**config.mk**
```make
export PLATFORM = sky130hd
export DESIGN_NAME = mem_wb_skid_reg
export DESIGN_NICKNAME = d
export VERILOG_FILES = /design/src/rtl/mem_wb_skid_reg_pkg.sv /design/src/rtl/mem_wb_skid_reg_pipe_reg.sv /design/src/rtl/mem_wb_skid_reg.sv
export SDC_FILE = /design/constraint.sdc
export NUM_CORES = 1
export LEC_CHECK = 0
export ABC_CLOCK_PERIOD_IN_PS = 8220
export BUFFER_PORTS_ARGS = -buffer_cell sky130_fd_sc_hd__buf_2
export CORE_AREA = 2 2 133 135
export DETAILED_ROUTE_END_ITERATION = 6
export DIE_AREA = 0 0 135 137
export PLACE_DENSITY = 0.91
export SETUP_SLACK_MARGIN = 0.3
export SYNTH_ARGS = -nofsm -noshare
export SYNTH_HDL_FRONTEND = slang
export SYNTH_SLANG_ARGS = --single-unit
```
**constraint.sdc**
```tcl
create_clock -name clk -period 8.22 [get_ports clk]
set_clock_uncertainty 0.05 [all_clocks]
set_input_delay 0.822 -clock clk [delete_from_list [all_inputs] [get_ports clk]]
set_output_delay 0.822 -clock clk [all_outputs]
set_load 0.03 [all_outputs]
```
**src/rtl/mem_wb_skid_reg_pkg.sv**
```systemverilog
// Shared pipeline definitions for the MEM/WB skid register: default widths,
// control state encoding and the occupancy mapping derived from it.
package mem_wb_skid_reg_pkg;

    localparam int DATA_W_DEF = 32;
    localparam int DEST_W_DEF = 5;

    localparam logic [1:0] OCC_EMPTY = 2'd0;
    localparam logic [1:0] OCC_ONE   = 2'd1;
    localparam logic [1:0] OCC_FULL  = 2'd2;

    typedef enum logic [1:0] {
        ST_EMPTY = 2'd0,
        ST_ONE   = 2'd1,
        ST_FULL  = 2'd2
    } skid_state_e;

    function automatic logic [1:0] occ_of(input skid_state_e s);
        logic [1:0] occ;
        occ = OCC_EMPTY;
        case (s)
            ST_ONE:  occ = OCC_ONE;
            ST_FULL: occ = OCC_FULL;
            default: occ = OCC_EMPTY;
        endcase
        return occ;
    endfunction

endpackage

```
**src/rtl/mem_wb_skid_reg_pipe_reg.sv**
```systemverilog
// Generic enabled storage register with asynchronous clear; one instance
// holds one payload field of one skid-buffer entry.
module mem_wb_skid_reg_pipe_reg #(
    parameter int W = 1
) (
    input  logic         clk,
    input  logic         rst,
    input  logic         enable,
    input  logic [W-1:0] d,
    output logic [W-1:0] q
);

    always_ff @(posedge clk or posedge rst) begin
        if (rst) begin
            q <= '0;
        end else if (enable) begin
            q <= d;
        end
    end

endmodule

```
**src/rtl/mem_wb_skid_reg.sv**
```systemverilog
// MEM/WB pipeline register with a two-entry skid buffer: entry 0 (main)
// drives the WB stage, entry 1 (skid) absorbs one beat of backpressure.
module mem_wb_skid_reg
    import mem_wb_skid_reg_pkg::*;
#(
    parameter int DATA_W          = DATA_W_DEF,
    parameter int DEST_W          = DEST_W_DEF,
    parameter bit FLUSH_KEEP_DATA = 1'b0
) (
    input  logic              clk,
    input  logic              rst,
    input  logic              flush,
    input  logic              in_valid,
    output logic              in_ready,
    input  logic [DATA_W-1:0] PC_in,
    input  logic [DATA_W-1:0] ALU_result_in,
    input  logic [DATA_W-1:0] MEM_R_value_in,
    input  logic [DEST_W-1:0] Dest_in,
    input  logic              MEM_R_en_in,
    input  logic              WB_en_in,
    output logic              out_valid,
    input  logic              out_ready,
    output logic [DATA_W-1:0] PC,
    output logic [DATA_W-1:0] ALU_result,
    output logic [DATA_W-1:0] MEM_R_value,
    output logic [DEST_W-1:0] Dest,
    output logic              MEM_R_en,
    output logic              WB_en,
    output logic [1:0]        occupancy
);

    skid_state_e state_reg, state_next;
    logic        in_ready_reg;
    logic        main_valid, xfer_in, xfer_out;
    logic        main_load, main_from_skid, skid_load;

    // Index 0 = main entry, index 1 = skid entry.
    logic [DATA_W-1:0] pc_d [2], pc_q [2];
    logic [DATA_W-1:0] alu_d [2], alu_q [2];
    logic [DATA_W-1:0] memv_d [2], memv_q [2];
    logic [DEST_W-1:0] dest_d [2], dest_q [2];
    logic              mren_d [2], mren_q [2];
    logic              wben_d [2], wben_q [2];
    logic              data_en [2], ctrl_en [2];

    assign main_valid = (state_reg != ST_EMPTY);
    assign xfer_in    = in_valid && in_ready_reg;
    assign xfer_out   = main_valid && out_ready;

    // in_ready comes from a flop fed by the next state, so out_ready never
    // reaches it combinationally.
    always_ff @(posedge clk or posedge rst) begin
        if (rst) begin
            state_reg    <= ST_EMPTY;
            in_ready_reg <= 1'b1;
        end else begin
            state_reg    <= state_next;
            in_ready_reg <= (state_next != ST_FULL);
        end
    end

    always_comb begin
        state_next     = state_reg;
        main_load      = 1'b0;
        main_from_skid = 1'b0;
        skid_load      = 1'b0;
        case (state_reg)
            ST_EMPTY: begin
                if (xfer_in) begin
                    state_next = ST_ONE;
                    main_load  = 1'b1;
                end
            end
            ST_ONE: begin
                if (xfer_in && xfer_out) begin
                    main_load = 1'b1;
                end else if (xfer_in) begin
                    state_next = ST_FULL;
                    skid_load  = 1'b1;
                end else if (xfer_out) begin
                    state_next = ST_EMPTY;
                end
            end
            ST_FULL: begin
                if (xfer_out) begin
                    state_next     = ST_ONE;
                    main_load      = 1'b1;
                    main_from_skid = 1'b1;
                end
            end
            default: state_next = ST_EMPTY;
        endcase
        if (flush) begin
            state_next     = ST_EMPTY;
            main_load      = 1'b0;
            main_from_skid = 1'b0;
            skid_load      = 1'b0;
        end
    end

    // Flush always clears control bits; data fields are wiped only when not kept.
    always_comb begin
        data_en[0] = main_load || (flush && !FLUSH_KEEP_DATA);
        data_en[1] = skid_load || (flush && !FLUSH_KEEP_DATA);
        ctrl_en[0] = main_load || flush;
        ctrl_en[1] = skid_load || flush;
        if (flush) begin
            pc_d[0] = '0; alu_d[0] = '0; memv_d[0] = '0; dest_d[0] = '0;
            mren_d[0] = 1'b0; wben_d[0] = 1'b0;
        end else if (main_from_skid) begin
            pc_d[0] = pc_q[1]; alu_d[0] = alu_q[1]; memv_d[0] = memv_q[1];
            dest_d[0] = dest_q[1]; mren_d[0] = mren_q[1]; wben_d[0] = wben_q[1];
        end else begin
            pc_d[0] = PC_in; alu_d[0] = ALU_result_in; memv_d[0] = MEM_R_value_in;
            dest_d[0] = Dest_in; mren_d[0] = MEM_R_en_in; wben_d[0] = WB_en_in;
        end
        pc_d[1]   = flush ? '0 : PC_in;
        alu_d[1]  = flush ? '0 : ALU_result_in;
        memv_d[1] = flush ? '0 : MEM_R_value_in;
        dest_d[1] = flush ? '0 : Dest_in;
        mren_d[1] = flush ? 1'b0 : MEM_R_en_in;
        wben_d[1] = flush ? 1'b0 : WB_en_in;
    end

    for (genvar gi = 0; gi < 2; gi++) begin : g_entry
        mem_wb_skid_reg_pipe_reg #(.W(DATA_W)) u_pc (
            .clk(clk), .rst(rst), .enable(data_en[gi]), .d(pc_d[gi]), .q(pc_q[gi]));
        mem_wb_skid_reg_pipe_reg #(.W(DATA_W)) u_alu (
            .clk(clk), .rst(rst), .enable(data_en[gi]), .d(alu_d[gi]), .q(alu_q[gi]));
        mem_wb_skid_reg_pipe_reg #(.W(DATA_W)) u_memv (
            .clk(clk), .rst(rst), .enable(data_en[gi]), .d(memv_d[gi]), .q(memv_q[gi]));
        mem_wb_skid_reg_pipe_reg #(.W(DEST_W)) u_dest (
            .clk(clk), .rst(rst), .enable(data_en[gi]), .d(dest_d[gi]), .q(dest_q[gi]));
        mem_wb_skid_reg_pipe_reg #(.W(1)) u_mren (
            .clk(clk), .rst(rst), .enable(ctrl_en[gi]), .d(mren_d[gi]), .q(mren_q[gi]));
        mem_wb_skid_reg_pipe_reg #(.W(1)) u_wben (
            .clk(clk), .rst(rst), .enable(ctrl_en[gi]), .d(wben_d[gi]), .q(wben_q[gi]));
    end

    assign in_ready    = in_ready_reg;
    assign out_valid   = main_valid;
    assign occupancy   = occ_of(state_reg);
    assign PC          = pc_q[0];
    assign ALU_result  = alu_q[0];
    assign MEM_R_value = memv_q[0];
    assign Dest        = dest_q[0];
    // A bubble must never request a register-file write or a memory read.
    assign MEM_R_en    = mren_q[0] && main_valid;
    assign WB_en       = wben_q[0] && main_valid;

endmodule

```
==> qor.yml <==
peakVddDrop_mv: 0.150
synth_area_um2: 9050
final_nets: 1002
post_cts_resize_count: 0
tightest_slew_ps: 1170
clk_pin_slew_ps: 60
cts_made_buffers: 22
critical_path.top_delay_family: "buffers and inverters"
die_w_um: 135
path_class: "primary input to register"
placed_area_um2: 9940
vias: 6547
crit_top_cell: "buf_4"
finalSetupViolCount: 0
route.met2.wl_mm: 9.99
drive_above_1_share_pct: 28.8
detailedPlace.worstSlack_ps: 5100
cts_num_sinks: 209
antenna_found_initial: 1
r2r-start: "state_reg[0]"
finalWeightedCongestion: 0.758
min_path_type: "register to register"
drv_slew: 0
seq_area_frac_synth_pct: 57.8
hpwl_mm: 12.7
cp.depth: 5
top_regs: "g_entry.u_alu.q (64), g_entry.u_memv.q (64), g_entry.u_pc.q (64)"
violations: "design-rule violations"
wl_mm: 21.0
mostFrequentLayoutCells: "213 x buf_2, 208 x dfrtp_1, 104 x mux2i_1"
rows: 48
maxCapViolCount: 0
cp_max_fo: 103
wl_met1_mm: 8.95
ys_ff_latch: 209
clk_latency_ps: 490
initial_utilization_pct: 53.0
p_leak_uw: 0.00591
io_buffers: 214
avgSynthCellArea_um2: 12.0
crit_required_ps: 8580
critPathSlowestCell: "buf_4"
worstSetupStartpoint: "flush"
cp.arrival_ps: 3070
max_slew_margin_pct: 22.0
die_y_um: 137
fmax_ghz: 0.369
top_layer_used: "met4"
holdWs_ps: 416
timing.final.ws_setup_ps: 5510
wl_met3_mm: 1.59
rr_endpoint: "g_entry[0].u_memv.q[29]"
endpoint_kind: "register"
synthCells: 751
power_density_nw_per_um2: 225
track_usage_pct: 22.4
cts_max_level: 1
yosysUniqueCellTypes: 24
io_pins: 215
grt_max_degree: 136
final_common_cell: "buf_2"
synth_nets: 859
post-cts-setup-buffers: 0
final_hold_viol_count: 0
grt_pass1_wl_mm: 33.3
r2r_cells: 6
core_um2: 17100
fin_setup_tns_ps: 0
grt_overflow: 0
dr.pass1.iters: 7
ctsLongestPathBuffers: 3
cts_root_buffer: "clkbuf_16"
area_growth_pct: 17.4
drc: 1
synth_warnings: 0
drtAntennaViolNets: 0
cts_tree: "yes"
final_area_um2: 10600
vias_per_cell: 5.79
finalCritPeriodShare_pct: 33.0
path_cells: "buf_4, buf_4, nor3_2, buf_4, a22o_1"
critPathCapture: "g_entry[1].u_alu.q[14]"
cp.buffers_inverters: 3
synth-edff-count: 0
cts_hold_buf: 0
grt_pass1_vias: 6465
outcome: "finished with violations"
async_flop_share_pct: 100
rrSetupSlack_ps: 5700
startpoint_type: "primary input"
ys.flop_type: "dfrtp_1"
wl_per_cell_um: 18.5
drtIter0Drc: 416
die_area_um2: 18500
slowest_delay_ps: 870
period_minus_slack_ps: 2710
grt_setup_unrepaired: "no"
## power breakdown
part | switching, µW | total [µW] | internal (µW) | leakage, µW
Clock | 385 | 941 | 555 | 0.000332
Sequential | 34.0 | 1120 | 1090 | 0.00280
Combinational | 230 | 329 | 98.4 | 0.00278
## how the worst min path moves through the flow
stage	start	endpoint	slack [ps]	depth (start not counted)
2_1_floorplan	g_entry[0].u_mren.q	g_entry[0].u_mren.q	390	2
3_3_place_gp	g_entry[0].u_mren.q	g_entry[0].u_mren.q	400	2
3_5_place_dp	g_entry[0].u_memv.q[26]	g_entry[0].u_memv.q[26]	410	2
4_1_cts	g_entry[0].u_memv.q[26]	g_entry[0].u_memv.q[26]	420	2
5_1_grt	g_entry[0].u_alu.q[18]	g_entry[0].u_alu.q[18]	440	2
6_report	g_entry[0].u_alu.q[6]	g_entry[0].u_alu.q[6]	420	2
## worst register-to-register path, delay by kind of cell, from the launching register on
kind                   cells  cell delay, ps
flip-flops                 1             420
AO/OA/AOI/OAI              2             390
buffers and inverters      2            1120
AND/OR/NAND/NOR            2             440
## Yosys cell counts, types with 2 or more instances
cell type | n | share of area, %
dfrtp_1 | 208 | 58
mux2i_1 | 104 | 12
a22o_1 | 103 | 10
nand2_1 | 103 | 4.3
o31ai_1 | 103 | 8.5
buf_4 | 37 | 3.1
clkbuf_1 | 36 | 1.5
buf_2 | 29 | 1.6
inv_1 | 4 | 0.17
nor2_1 | 4 | 0.17
and2_1 | 3 | 0.21
buf_1 | 3 | 0.12
nor2b_1 | 2 | 0.14
o21ai_0 | 2 | 0.11
## final cells by class
cell class	instances	area [µm²]
clock buffers	29	618
flip-flops and latches	209	5230
inverters	4	22.5
clock inverters	6	57.6
multi-input cells	433	3250
fillers	1346	6440
repair buffers	224	1150
diodes	1	2.50
well taps	225	282
## cells by family after synthesis
kind of cell	synth area share, %
buf+inv	6.46
mux	11.5
compound gates	18.9
flops	57.8
simple gates	5.31
## metal layers
layer  GRT usage [%]  vias up
met3            5.26       40
met4            6.54        0
met2            36.7      269
met1            30.0     3235
li1                -     3003
met5               0        -
## stage by stage
stage          util, %  power (µW)  cells
2_1_floorplan        -        1370    751
3_3_place_gp      58.3        1460   1095
3_5_place_dp      58.3        1470   1095
4_1_cts           62.2        2420   1130
5_1_grt           62.2        2480   1131
6_report          62.2        2390   1131
No activity file was read; power rests on OpenSTA's default activity.
